**src/rtl/sfp_div_arbiter.sv**
```systemverilog
// sfp_div_arbiter
//   Round-robin arbiter/sequencer sharing one sfp_custom_div divider among
//   NREQ requesters. One operation is outstanding at a time.
//   Ports:
//     clk, rst             clock, synchronous active-high reset
//     req_valid/req_ready  per-requester request handshake (ready is one-hot)
//     req_a/req_b          packed operands, requester i at [i*W +: W]
//     rsp_valid            one-cycle one-hot response strobe to the owner
//     rsp_val/rsp_dz/rsp_to quotient, divide-by-zero and timeout flags
//     div_start/div_a/div_b divider command (registered)
//     div_done/div_valid/div_val divider result
module sfp_div_arbiter #(
    parameter int NREQ    = 2,
    parameter int W       = 20,
    parameter int TIMEOUT = 31
) (
    input  logic              clk,
    input  logic              rst,
    input  logic [NREQ-1:0]   req_valid,
    output logic [NREQ-1:0]   req_ready,
    input  logic [NREQ*W-1:0] req_a,
    input  logic [NREQ*W-1:0] req_b,
    output logic [NREQ-1:0]   rsp_valid,
    output logic [W-1:0]      rsp_val,
    output logic              rsp_dz,
    output logic              rsp_to,
    output logic              div_start,
    output logic [W-1:0]      div_a,
    output logic [W-1:0]      div_b,
    input  logic              div_done,
    input  logic              div_valid,
    input  logic [W-1:0]      div_val
);

    localparam int GW = $clog2(NREQ);

    typedef enum logic [1:0] {IDLE, ISSUE, WAIT, RESP} state_t;

    state_t        state;
    logic [GW-1:0] last_grant;
    logic [GW-1:0] owner;
    logic [GW-1:0] grant;
    logic          grant_hit;
    logic [7:0]    tmo_cnt;
    int unsigned   idx;

    // Search upward from last_grant+1, wrapping modulo NREQ; the first
    // pending requester found wins.
    always_comb begin
        grant     = '0;
        grant_hit = 1'b0;
        idx       = 0;
        for (int unsigned i = 0; i < NREQ; i++) begin
            idx = (32'(last_grant) + i + 1) % NREQ;
            if (!grant_hit && req_valid[idx]) begin
                grant     = GW'(idx);
                grant_hit = 1'b1;
            end
        end
    end

    always_comb begin
        req_ready = '0;
        if (state == IDLE && grant_hit)
            req_ready[grant] = 1'b1;
    end

    always_ff @(posedge clk) begin
        if (rst) begin
            state      <= IDLE;
            last_grant <= GW'(NREQ - 1);
            owner      <= '0;
            tmo_cnt    <= '0;
            rsp_valid  <= '0;
            rsp_val    <= '0;
            rsp_dz     <= 1'b0;
            rsp_to     <= 1'b0;
            div_start  <= 1'b0;
            div_a      <= '0;
            div_b      <= '0;
        end else begin
            // Strobes are raised on the transition into the state that
            // presents them, so they are high for exactly that state.
            div_start <= 1'b0;
            rsp_valid <= '0;
            case (state)
                IDLE: begin
                    if (grant_hit) begin
                        div_a     <= req_a[int'(grant)*W +: W];
                        div_b     <= req_b[int'(grant)*W +: W];
                        owner     <= grant;
                        div_start <= 1'b1;
                        state     <= ISSUE;
                    end
                end
                ISSUE: begin
                    tmo_cnt <= '0;
                    state   <= WAIT;
                end
                WAIT: begin
                    if (div_done) begin
                        rsp_val          <= div_valid ? div_val : '1;
                        rsp_dz           <= ~div_valid;
                        rsp_to           <= 1'b0;
                        rsp_valid[owner] <= 1'b1;
                        state            <= RESP;
                    end else if (tmo_cnt == 8'(TIMEOUT)) begin
                        rsp_val          <= '1;
                        rsp_dz           <= 1'b0;
                        rsp_to           <= 1'b1;
                        rsp_valid[owner] <= 1'b1;
                        state            <= RESP;
                    end else begin
                        tmo_cnt <= tmo_cnt + 8'd1;
                    end
                end
                RESP: begin
                    last_grant <= owner;
                    state      <= IDLE;
                end
                default: state <= IDLE;
            endcase
        end
    end

endmodule

```
**config.mk**
```make
export PLATFORM = sky130hd
export DESIGN_NAME = sfp_div_arbiter
export DESIGN_NICKNAME = d
export VERILOG_FILES = /design/src/rtl/sfp_div_arbiter.sv
export SDC_FILE = /design/constraint.sdc
export NUM_CORES = 1
export LEC_CHECK = 0
export ABC_AREA = 1
export BUFFER_PORTS_ARGS = -buffer_cell sky130_fd_sc_hd__clkbuf_2
export CELL_PAD_IN_SITES_DETAIL_PLACEMENT = 0
export CELL_PAD_IN_SITES_GLOBAL_PLACEMENT = 1
export CORE_MARGIN = 2
export CORE_UTILIZATION = 32
export CTS_BUF_LIST = sky130_fd_sc_hd__clkbuf_16
export DETAILED_ROUTE_END_ITERATION = 6
export GPL_ROUTABILITY_DRIVEN = 0
export PLACE_DENSITY_LB_ADDON = 0.1
export SYNTH_ARGS = -nofsm -noshare
export SYNTH_HDL_FRONTEND = slang
export SYNTH_SLANG_ARGS = --single-unit
```
**constraint.sdc**
```tcl
create_clock -name clk -period 1.9 [get_ports clk]
set_clock_uncertainty 0.15 [all_clocks]
set_input_delay 0.38 -clock clk [delete_from_list [all_inputs] [get_ports clk]]
set_output_delay 0.38 -clock clk [all_outputs]
set_load 0.01 [all_outputs]
```
---- After elaboration in Yosys (flattened, before gate mapping) ----
Cells that the tools add are included.
word-level totals
  bits in registers ....................... 77
  bits in latches ......................... 0
  RAM bits ................................ 0
  ROM bits ................................ 0
  bits of input ports ..................... 106
  output and inout bits ................... 67
  logic and storage cells ................. 78
  memories kept ........................... 0
operators by class
  add/subtract/negate cells ............... 3
  $mul .................................... 1
  div/mod/pow operators ................... 0
  $lt $le $gt $ge ......................... 6
  equality and inequality tests ........... 8
  shift operators ......................... 2
  mux-type cells .......................... 30
  bitwise logic cells ..................... 3
  reduce and logical (&&, ||, !) cells .... 14
operators by type and width
  kind                                                        number
  2-to-1 mux 20 bit                                           3
  indexed part select 40 x 32 -> 20 bit                       1
  indexed part select 40 x 7 -> 20 bit                        1
  2-to-1 mux 8 bit                                            2
  one-hot mux 8 bit (2 select lines)                          1
  2-to-1 mux 1 bit                                            15
  2-to-1 mux 2 bit                                            6
  adder 8 x 1 -> 8 bit, second input constant                 1
  == test 8 x 5 -> 1 bit, second input constant               1
  less-than comparator 1 x 2 -> 1 bit, second input constant  4
  one-hot mux 2 bit (4 select lines)                          1
  != test 2 bit, second input constant                        3
  AND reduction 2 bit                                         3
  == test 2 bit, second input constant                        2
  logical AND 1 bit                                           4
  multiplier 1 x 3 -> 4 bit, second input constant            1
  nonzero test 2 bit                                          2
  OR reduction 2 bit                                          2
  != test 3 bit, second input constant                        1
  NOT 1 bit                                                   3
  AND reduction 3 bit                                         1
  adder 1 bit, second input constant                          2
  demux 1 bit (select 1 bit)                                  2
  == test 2 x 1 -> 1 bit, second input constant               1
  other kinds (3)                                             4

---- Longest topological paths before layout ----
Gate-level depths: netlist (run 1).
  depth in word-level cells ............... 12
  mapped depth ............................ 11

---- Worst setup path after synthesis (run 1) ----
Ideal clock, no wire load.
  kind .................................... input -> output
  start point ............................. input port req_valid[1]
  end point ............................... output port req_ready[0]
  arrival ................................. 1.074 ns
  slack ................................... 0.296 ns
  stages .................................. 8
  path buffers ............................ 2
  cells stage by stage .................... buf_2 inv_2 nand3_1 nand2_2 inv_2 buf_4 nand2_1 inv_1
on the way
  word-level cells in the longest chain between the ends .. 11
  elaborated cells between the ends (all ways) .. 17
  classes of those cells .................. 2 x order compare; 11 x mux; 4 x reduce/logical
RTL lines
  item                                                                                              RTL line  source
  start: declaration                                                                                19        input logic [NREQ-1:0] req_valid,
  2-to-1 mux 1 bit (not written as such) (2 in a row)                                               55        if (!grant_hit && req_valid[idx]) begin
  2-to-1 mux 1 bit                                                                                  55
  zero test 1 bit                                                                                   55
  logical AND 1 bit                                                                                 55
  2-to-1 mux 1 bit                                                                                  55
  less-than comparator 1 x 2 -> 1 bit (not written as such) or >= comparator 1 bit (tied branches)  65        req_ready[grant] = 1'b1;
  logical AND 1 bit (not written as such)                                                           65
  2-to-1 mux 1 bit (not written as such)                                                            65
  demux 1 bit (select 1 bit)                                                                        65
  2-to-1 mux 2 bit *                                                                                64        if (state == IDLE && grant_hit)
  end: declaration                                                                                  20        output logic [NREQ-1:0] req_ready,
Mark *: on every way between the ends. The rest lies on a longest branch, timed or not. The select of a mux whose other input is x is not followed.

---- Worst setup path after layout (run 1) ----
  start point ............................. register state[1]
  end point ............................... output port req_ready[0]
on the way
  word-level cells in the longest chain between the ends .. 3
RTL lines
  item                      RTL line  source
  start: declaration        39        state_t state;
  start signal: assignment  70        state <= IDLE;
  start signal: assignment  93        state <= ISSUE;
  start signal: assignment  98        state <= WAIT;
  zero test 2 bit           64
  logical AND 1 bit         64
  2-to-1 mux 2 bit          64
Every way passes these cells.

==> results.tsv, run 1 <==
metric	value	unit
status	finished, final reports clean	
Crit path largest cell delay	0.34	ns
total grt overflow	0	
Final Hold Fails	0	
setup TNS	0	ns
die area	0.01294	mm²
placed wire-length estimate	8.303	mm
Core Area	0.01186	mm²
r2r setup slk	0.19	ns
CP Capture Type	output port	
largest net degree at the start of global routing	32	
total CTS buffers	9	
hold_buf cts	0	
Crit Reg-Reg Startpoint	tmo_cnt[0]	
slew margin rel.	77.74	%
critical path arrival	1.28	ns
worst path required time	1.37	ns
die width	113.8	µm
Final nets	868	
Synthesized Nets	704	
clk_lat worst skew	0.34	ns
CP dominant cell by count	inv_2	
Hold Crit Endpoint	rsp_dz	
Max Cap Viol	0	
period utilisation layout	95.08	%
Max clock buf depth	2	
hold path depth	3	
Site Rows	40	
Layout area overhead	35.40	%
io pins	173	
Die H	113.8	µm
simple-gate share of the synthesized area	38.68	%
vias in the first global route	3932	
first-pass GRT wire length	18.48	mm
Hold Path Origin	div_done	
Hold Path Class	in2reg	
Critical-path top delay cell	dfxtp_2	
Yosys reg bits	77	
Worst-path clk slew	0.06	ns
Placed Area	0.004855	mm²
Yosys cell types	22	
P_leak	2.832	nW
# setup viols final	0	
Worst Setup Path Type	reg2out	
Max rail drop VDD	0.4961	mV
main area contributors after synthesis	dfxtp_1, nand2_1, nand3_1	
Critical Path, Cell by Cell	inv_2 -> ha_4 -> nand2_4 -> inv_2 -> nand2_1 -> inv_1 -> clkbuf_2	
area fraction in compound gates after synthesis	7.820	%
Port Buf Inserts	172	
drt initial violations	155	
total number of yosys warnings	0	
Vias	4122	
Final min period	1.807	ns
number of diodes	0	
Syn Std Cell Area	0.003856	mm²
initial antenna violation count	0	
top-area cell type share of the netlist area	39.97	%
Vias/cell	4.540	
starting density of the core	32.51	%
Worst Setup Start Kind	flip-flop	
fmax	553.5	MHz
area share of fa/ha/maj cells after synthesis	1.947	%
Filler cells	1306	
wire length per cell	12.51	µm
Tightest Pin Transition	0.3338	ns
H-tree Lvls	3	
crit-path max FO	4	
Num Clock Sinks	77	
Antenna Violating Nets Remaining	0	
largest family of logic cells by synthesized area	simple AND/OR/NAND/NOR gates	
mux contribution to synthesized area	0	%
Mapped Cells	592	
Synth area leader	dfxtp_1	
pwr dens	1238	mW/mm²
RSZ-0062 raised after global routing	false	
Power Total	6.466	mW
register area share after synthesis	39.97	%
CTS tree	built	
cell area after layout	0.005221	mm²
Slew Viols, Final	0	
Final Routed Wirelength	11.36	mm
Avg Cell Area, Syn	6.514	µm²
Root Driver	clkbuf_16	
drt drc	0	
Synth Area in XOR/XNOR	0	%
Reg2Reg Depth	8	
layout cells sized above 1	29.30	%
DRT Pass-1 Iters	4	
FF-to-FF End	rsp_to	
total track usage	17.79	%
worst max path at each step:
| stage | startpoint | to | slack, ns | depth (start not counted) |
|---|---|---|---|---|
| final | state[1] | req_ready[0] | 0.09 | 7 |
| after CTS | state[1] | req_ready[0] | 0.02 | 7 |
| after floorplan | req_valid[1] | req_ready[0] | 0.30 | 8 |
| after global routing | state[1] | req_ready[0] | 0.01 | 7 |
| after detailed placement | req_valid[0] | div_a[4] | 0.17 | 8 |
| after global placement | tmo_cnt[0] | rsp_dz | 0.20 | 8 |
logic make-up (layout without fill, tap and decap cells):
group | Yosys count | in the layout
buffers and inverters | 101 | 270
flip-flops | 77 | 77
AO/OA/AOI/OAI | 60 | 60
adder cells (fa/ha/maj) | 6 | 6
AND/OR/NAND/NOR | 348 | 348
layout by cell type (no fill, tap or decap), types with 2 or more instances in the layout:
| master | count |
|---|---|
| nor3_1 | 20 |
| clkinv_1 | 4 |
| inv_2 | 4 |
| dfxtp_1 | 75 |
| nand2_1 | 213 |
| nand3_1 | 91 |
| buf_12 | 2 |
| o21ai_0 | 8 |
| ha_1 | 5 |
| a21oi_1 | 51 |
| nand2_2 | 6 |
| nor2_1 | 11 |
| inv_1 | 58 |
| bufinv_16 | 3 |
| buf_4 | 17 |
| nand2_4 | 3 |
| clkbuf_16 | 9 |
| clkbuf_2 | 172 |
| dfxtp_2 | 2 |
metrics by stage:
step	setup WS (ns)	hold WS (ns)	utilization [%]	cells
after floorplan	0.2957	0.2811	-	592
after global placement	0.1967	0.2999	40.93	891
after detailed placement	0.1652	0.3062	40.93	891
after CTS	0.01550	0.1741	43.96	908
after global routing	0.01089	0.2013	44.02	908
final	0.09339	0.1854	44.02	908
repair_timing:
item | in CTS | in global routing
setup endpoints to repair | 2 | 2
gates resized for setup | 5 | 5
pin swaps | 2 | 0
setup buffers | 1 | 0
registers in the layout, summed over array words and instances, names as in the netlist, 2 cells and up:
register,count
div_a,20
div_b,20
rsp_val,20
rsp_valid,2
state,2
tmo_cnt,8
layer usage:
layer	track usage, %	vias to the layer above	wire length [µm]
li1	-	2194	-
met2	30.82	115	5446
met5	0	-	0
met4	7.480	0	218
met1	20.99	1798	4968
met3	4.463	15	724
where the power goes:
group / switching, mW / total [mW] / internal [mW] / leakage, nW
Clock: 0.675 / 1.94 / 1.27 / 0.163
Sequential: 0.191 / 2.16 / 1.97 / 0.630
Combinational: 1.49 / 2.36 / 0.873 / 2.04
cells in the mapped netlist:
library cell,number
nand2_1,214
nand3_1,91
dfxtp_1,77
inv_1,59
a21oi_1,51
nor3_1,20
buf_2,15
clkbuf_1,13
nor2_1,12
o21ai_0,8
buf_4,7
ha_1,6
nand2_2,6
buf_6,3
inv_2,2
nand2_4,2
buf_1,1
clkinv_1,1
nand4_1,1
nor2_4,1
nor3_2,1
o22ai_1,1
final cells by class:
type / count / area, µm² / area share (%)
timing repair buffer: 192 / 1040 / 19.91
tap: 147 / 183.9 / 3.523
clock inverter: 7 / 105.1 / 2.013
inverter: 62 / 232.7 / 4.457
clock buffer: 9 / 225.2 / 4.313
sequential: 77 / 1544 / 29.57
multi-input combinational: 414 / 1891 / 36.21
worst max-delay path: cells and delay by family, from the launching register on:
kind / cells / cell delay [ns]
adder cells (fa/ha/maj): 1 / 0.16
AND/OR/NAND/NOR: 2 / 0.11
flip-flops: 1 / 0.34
buffers and inverters: 4 / 0.33
Power figures use the tool's default switching activity.
==> run 2, diff against run 1 <==
Settings changed: ABC_AREA 1 to unset.
==> run 2 against run 1 <==
Compared with the run above:
- die area shrank 18%
- core utilization grew 3.4 points
- design area is 12% lower
- sequential share of layout area grew 4.1 points
- count of clock-buffer cells in the layout is the same
- sequential power shrank 3%
- combinational power is 10% lower
- synthesized cell count shrank 45%
- largest cell class is now registers
==> results.tsv, run 2 <==
metric	value	unit	change
crit-path max FO	4		unchanged
Final min period	1.829	ns	+0.02222 ns
register area share after synthesis	49.03	%	+9.1 points
main area contributors after synthesis	dfxtp_1, a222oi_1, nor2_1		
number of flops mapped to enable cells by yosys	0		unchanged
Max clock buf depth	2		unchanged
Worst Setup SP	state[1]		
Tightest Pin Transition	0.3998	ns	+0.06591 ns
DRT Pass-1 Iters	6		+2
Die H	103.1	µm	-9.4%
Layout area overhead	45.48	%	
synth cell count leaders	dfxtp_1, nor2_1, a222oi_1, a21oi_1, a21oi_2		
WL met3	731	µm	+0.97%
DRT met1 WL	3.835	mm	-23%
placed wire-length estimate	6.511	mm	-22%
post-synthesis async set-or-reset flop share	0	%	unchanged
clk_lat worst skew	0.33	ns	about the same
Hold Path Class	in2reg		
# setup viols final	0		unchanged
Antenna Violating Nets Remaining	0		unchanged
Power Total	5.767	mW	-11%
CTS tree	built		
Vias/cell	4.989		+9.9%
Final nets	612		-29%
total track usage	17.01	%	-0.79 points
Num Clock Sinks	77		unchanged
Util after Layout	47.46	%	+3.4 points
commonest non-fill, non-tap cell in the layout	clkbuf_2		
hold_buf cts	0		unchanged
Max rail drop VDD	0.5570	mV	+12%
CP Capture Type	output port		
commonest non-fill, non-tap cells in the layout	clkbuf_2, dfxtp_1, nor2_1		
end of the critical path	req_ready[0]		
pwr dens	1261	mW/mm²	+1.8%
Slew Viols, Final	0		unchanged
Crit Reg-Reg Startpoint	tmo_cnt[0]		
largest net degree at the start of global routing	41		+28%
Main synth FF type	dfxtp_1		
Root Driver	clkbuf_16		
layout cells sized above 1	49.50	%	+20 points
total CTS buffers	9		unchanged
Mapped Cells	323		-45%
wire length per cell	14.31	µm	+14%
most frequent cell after synthesis	dfxtp_1		
Reg2Reg Depth	6		-2
Worst-path clk slew	0.06	ns	about the same
slew margin rel.	73.24	%	-4.5 points
Top Layer Used	met4		
Hold Slack	0.1362	ns	-0.04917 ns
FF-to-FF End	rsp_val[8]		
number of diodes	0		unchanged
Yosys reg bits	77		unchanged
vias in the first global route	2968		-25%
Avg Cell Area, Syn	9.735	µm²	+49%
Port Buf Inserts	172		unchanged
Max Cap Viol	0		unchanged
Final Routed Wirelength	9.127	mm	-20%
critical path arrival	1.30	ns	+0.02 ns
RSZ-0062 raised after global routing	false		
total number of yosys warnings	0		unchanged
fmax	546.8	MHz	-1.2%
biggest regs	div_a x20, div_b x20, rsp_val x20		
starting density of the core	32.62	%	+0.11 points
Vias	3183		-23%
Worst Setup Path Type	reg2out		
Syn Std Cell Area	0.003144	mm²	-18%
first-pass GRT wire length	14.19	mm	-23%
Worst Setup Start Kind	flip-flop		
die area	0.01063	mm²	-18%
initial antenna violation count	0		unchanged
die width	103.1	µm	-9.4%
status	finished, final reports clean		
Site Rows	36		-10%
P_leak	2.079	nW	-27%
Core Area	0.009639	mm²	-19%
WL met2	4.428	mm	-19%
Synth area leader	dfxtp_1		
setup TNS	0	ns	unchanged
worst path required time	1.37	ns	about the same
Yosys cell types	38		+73%
top-area cell type share of the netlist area	49.03	%	+9.1 points
Final Hold Fails	0		unchanged
drt drc	0		unchanged
period utilisation layout	96.25	%	+1.2 points
drt initial violations	248		+60%
total grt overflow	0		unchanged
H-tree Lvls	3		unchanged
r2r setup slk	0.12	ns	-0.07 ns
Synthesized Nets	435		-38%
io pins	173		unchanged
==> run 2: cell types whose count changed after synthesis, sizes merged, moves of 3 or more <==
cell,change
a31oi,+3
nor2,+53
inv,-53
nand3,-83
a21oi,-20
a222oi,+40
buf,-12
nor3,-5
o31ai,+3
o21ai,+4
nand2,-212
==> run 2: cell type report <==
| cell class | instances | area, µm² |
|---|---|---|
| Multi-Input combinational cell | 211 | 1475 |
| Timing Repair Buffer | 193 | 1094 |
| Fill cell | 999 | 5065 |
| Inverter | 8 | 30.03 |
| Tap cell | 133 | 166.4 |
| Sequential cell | 77 | 1541 |
| Clock buffer | 9 | 225.2 |
| Clock inverter | 7 | 42.54 |
==> run 2: how the worst min path moves through the flow <==
stage	start	endpoint	slack, ns	cells past startpoint
after CTS	div_val[14]	rsp_val[14]	0.13	3
final	div_val[14]	rsp_val[14]	0.14	3
after global routing	div_val[10]	rsp_val[10]	0.14	3
after detailed placement	owner	rsp_valid[0]	0.33	1
after global placement	rsp_val[1]	rsp_val[1]	0.32	2
after floorplan	owner	rsp_valid[0]	0.28	1
==> run 2: worst max-delay path, stage by stage (launching register included) <==
cell,delay (ns)
dfxtp_1,0.33
inv_2,0.11
ha_4,0.15
nand2_1,0.08
a21oi_4,0.14
buf_2,0.16
==> run 2: metal layers <==
metal,track usage [%],vias to the layer above
li1,-,1564
met1,21.42,1488
met2,27.12,119
met4,6.073,0
met3,5.763,12
met5,0,-
==> run 2: metrics by stage <==
step / instances / setup WS (ns) / instance area (µm²)
6_report: 638 / 0.07117 / 4574
5_1_grt: 638 / 0.003590 / 4574
4_1_cts: 637 / 0.0009723 / 4558
3_5_place_dp: 620 / 0.1019 / 4270
3_3_place_gp: 620 / 0.1816 / 4270
2_1_floorplan: 323 / 0.2072 / 3144
==> run 2: where the power goes <==
group	internal [mW]	total, mW	switching (mW)
clock	0.874	1.54	0.667
combinational	0.974	2.12	1.15
sequential	1.92	2.10	0.179
total	3.77	5.77	2.00
==> run 2: cell families (layout without fill, tap and decap cells) <==
group | after synthesis | after routing | synth area share (%)
AOI/OAI and AO/OA | 96 | 96 | 24.55
adders and majority gates | 6 | 6 | 2.388
buffers and inverters | 35 | 217 | 5.810
DFF | 77 | 77 | 49.03
muxes | 2 | 2 | 0.6765
and+or+nand+nor | 107 | 107 | 17.55
==> run 2: what timing repair did <==
| action | in CTS | in global routing |
|---|---|---|
| gates resized for setup | 4 | 3 |
| setup endpoints to repair | 2 | 4 |
| buffers inserted | 1 | 1 |
==> run 3, diff against run 2 <==
Settings changed: PLACE_DENSITY set to 0.8, PLACE_DENSITY_LB_ADDON 0.1 to unset.
==> run 3 against run 2 <==
Compared with the run above:
- critical path depth rose by 1
- worst hold slack improved by 0.0025 ns
- via count up 1.2%
- count of clock-buffer cells in the layout is the same
- cell count increased by 1.1%
- critical endpoint is now req_ready[1]
==> results.tsv, run 3 (synthesis gave the netlist of run 2 again) <==
metric	value	unit	change
status	finished, final reports clean		
initial antenna violation count	0		unchanged
Combinational Power Share	37.7	%	+0.9 points
Seq pwr share	34.9	%	-1.6 points
Core Area	0.009639	mm²	unchanged
Post-Place Setup Slack	0.04408	ns	-0.05778 ns
DRT Pass-1 Iters	7		+1
Critical-path top delay cell	dfxtp_2		
Vias	3221		+1.2%
biggest regs	div_a x20, div_b x20, rsp_val x20		
Final min period	1.875	ns	+0.04611 ns
Layout area overhead	49.74	%	
starting density of the core	32.62	%	unchanged
r2r setup slk	0.09	ns	-0.03 ns
period utilisation layout	98.68	%	+2.4 points
Root Driver	clkbuf_16		
RSZ-0062 raised after global routing	true		
slew margin rel.	70.95	%	-2.3 points
fmax	533.3	MHz	-2.5%
die area	0.01063	mm²	unchanged
final non-filler cell total	645		+1.1%
vias in the first global route	2922		-1.5%
Clock Power Share	27.4	%	+0.7 points
final worst slack	0.02506	ns	-0.04611 ns
Slew Viols, Final	0		unchanged
Crit Reg-Reg Startpoint	state[0]		
H-tree Lvls	3		unchanged
FF-to-FF End	div_b[3]		
Hold Crit Endpoint	rsp_val[15]		
Final Hold Fails	0		unchanged
Site Rows	36		unchanged
Tightest Pin Transition	0.4357	ns	+0.03600 ns
Die H	103.1	µm	unchanged
total track usage	17.26	%	+0.25 points
Port Buf Inserts	172		unchanged
CTS tree	built		
hold path depth	3		unchanged
die width	103.1	µm	unchanged
Worst-path clk slew	0.06	ns	about the same
Hold Path Origin	div_val[15]		
Worst Setup Start Kind	flip-flop		
Vias/cell	4.994		about the same
total grt overflow	0		unchanged
Num Clock Sinks	77		unchanged
hold_buf cts	0		unchanged
first-pass GRT wire length	14.12	mm	-0.54%
number of diodes	0		unchanged
Reg2Reg Depth	9		+3
Max rail drop VDD	0.5882	mV	+5.6%
largest net degree at the start of global routing	55		+34%
commonest non-fill, non-tap cell in the layout	clkbuf_2		
total CTS buffers	9		unchanged
Crit path largest cell delay	0.33	ns	about the same
Placed Area	0.004243	mm²	-0.64%
Net Sw Frac	33.31	%	-1.3 points
clk_lat worst skew	0.33	ns	about the same
pwr dens	1291	mW/mm²	+2.4%
Antenna Violating Nets Remaining	0		unchanged
Pint	4.055	mW	+7.5%
CP Capture Type	output port		
commonest non-fill, non-tap cells in the layout	clkbuf_2, dfxtp_1, nor2_1		
drt drc	0		unchanged
layout cells sized above 1	50.59	%	+1.1 points
dpl cells	619		-0.16%
io pins	173		unchanged
worst path required time	1.37	ns	about the same
Max clock buf depth	2		unchanged
Final nets	619		+1.1%
placed wire-length estimate	6.709	mm	+3.0%
cell area after layout	0.004708	mm²	+2.9%
wire length per cell	14.61	µm	+2.2%
Final Routed Wirelength	9.426	mm	+3.3%
drt initial violations	243		-2.0%
crit-path max FO	4		unchanged
net switching component of the power	2.025	mW	+1.5%
Hold Path Class	in2reg		
# setup viols final	0		unchanged
Critical Path, Cell by Cell	inv_4 -> ha_4 -> nand2_4 -> a21oi_4 -> buf_12 -> buf_6		
critical path arrival	1.34	ns	+0.04 ns
Max Cap Viol	0		unchanged
P_leak	2.163	nW	+4.0%
Worst Setup Path Type	reg2out		
run 3: repair_timing:
action,in CTS,in global routing
gates resized for setup,7,10
gates cloned,2,0
endpoints found under the setup margin,2,11
pin swaps,1,5
buffers inserted,7,1
run 3: how the worst max path moves through the flow:
stage / from / end / slack, ns / cells past startpoint
2_1_floorplan: state[0] / req_ready[1] / 0.21 / 5
3_3_place_gp: state[0] / req_ready[1] / 0.09 / 6
3_5_place_dp: state[0] / req_ready[1] / 0.04 / 6
4_1_cts: state[1] / req_ready[1] / 0.0002 / 6
5_1_grt: state[0] / req_ready[1] / -0.03 / 6
6_report: state[0] / req_ready[1] / 0.03 / 6
run 3: area by class of cell:
| class | instances | area [µm²] |
|---|---|---|
| fill | 943 | 4931 |
| sequential | 77 | 1544 |
| multi-input combinational | 211 | 1474 |
| timing repair buffer | 200 | 1200 |
| clock buffer | 9 | 225.2 |
| tap | 133 | 166.4 |
| clock inverter | 7 | 66.31 |
| inverter | 8 | 32.53 |
run 3: critical path, delay by kind of cell (launching register included):
family          cells  cell delay, ns
compound gates      1            0.15
simple gates        1            0.06
buf+inv             3            0.29
fa+ha+maj           1            0.18
flops               1            0.33
run 3: routing by layer:
metal,GRT usage (%),part of all wire [%],vias up
met5,0,0,-
met4,7.389,1.4,0
met3,3.593,7.3,9
met2,28.32,50,153
met1,21.98,42,1477
li1,-,-,1582
run 3: stage by stage:
step	hold WS [ns]	setup TNS, ns	utilization (%)	power [mW]
finish	0.1387	0	48.84	6.080
global route	0.1453	-0.06307	48.84	6.431
CTS	0.1340	0	48.46	6.051
detailed placement	0.3244	0	44.02	4.129
global placement	0.3124	0	44.02	4.095
floorplan	0.2817	0	-	3.341
run 3: power groups by stage:
stage	Combinational, mW	Sequential [mW]	Clock, mW
2_1_floorplan	1.10	2.25	0
3_3_place_gp	1.96	2.14	0
3_5_place_dp	1.99	2.13	0
4_1_cts	2.23	2.12	1.70
5_1_grt	2.50	2.16	1.77
6_report	2.29	2.12	1.67
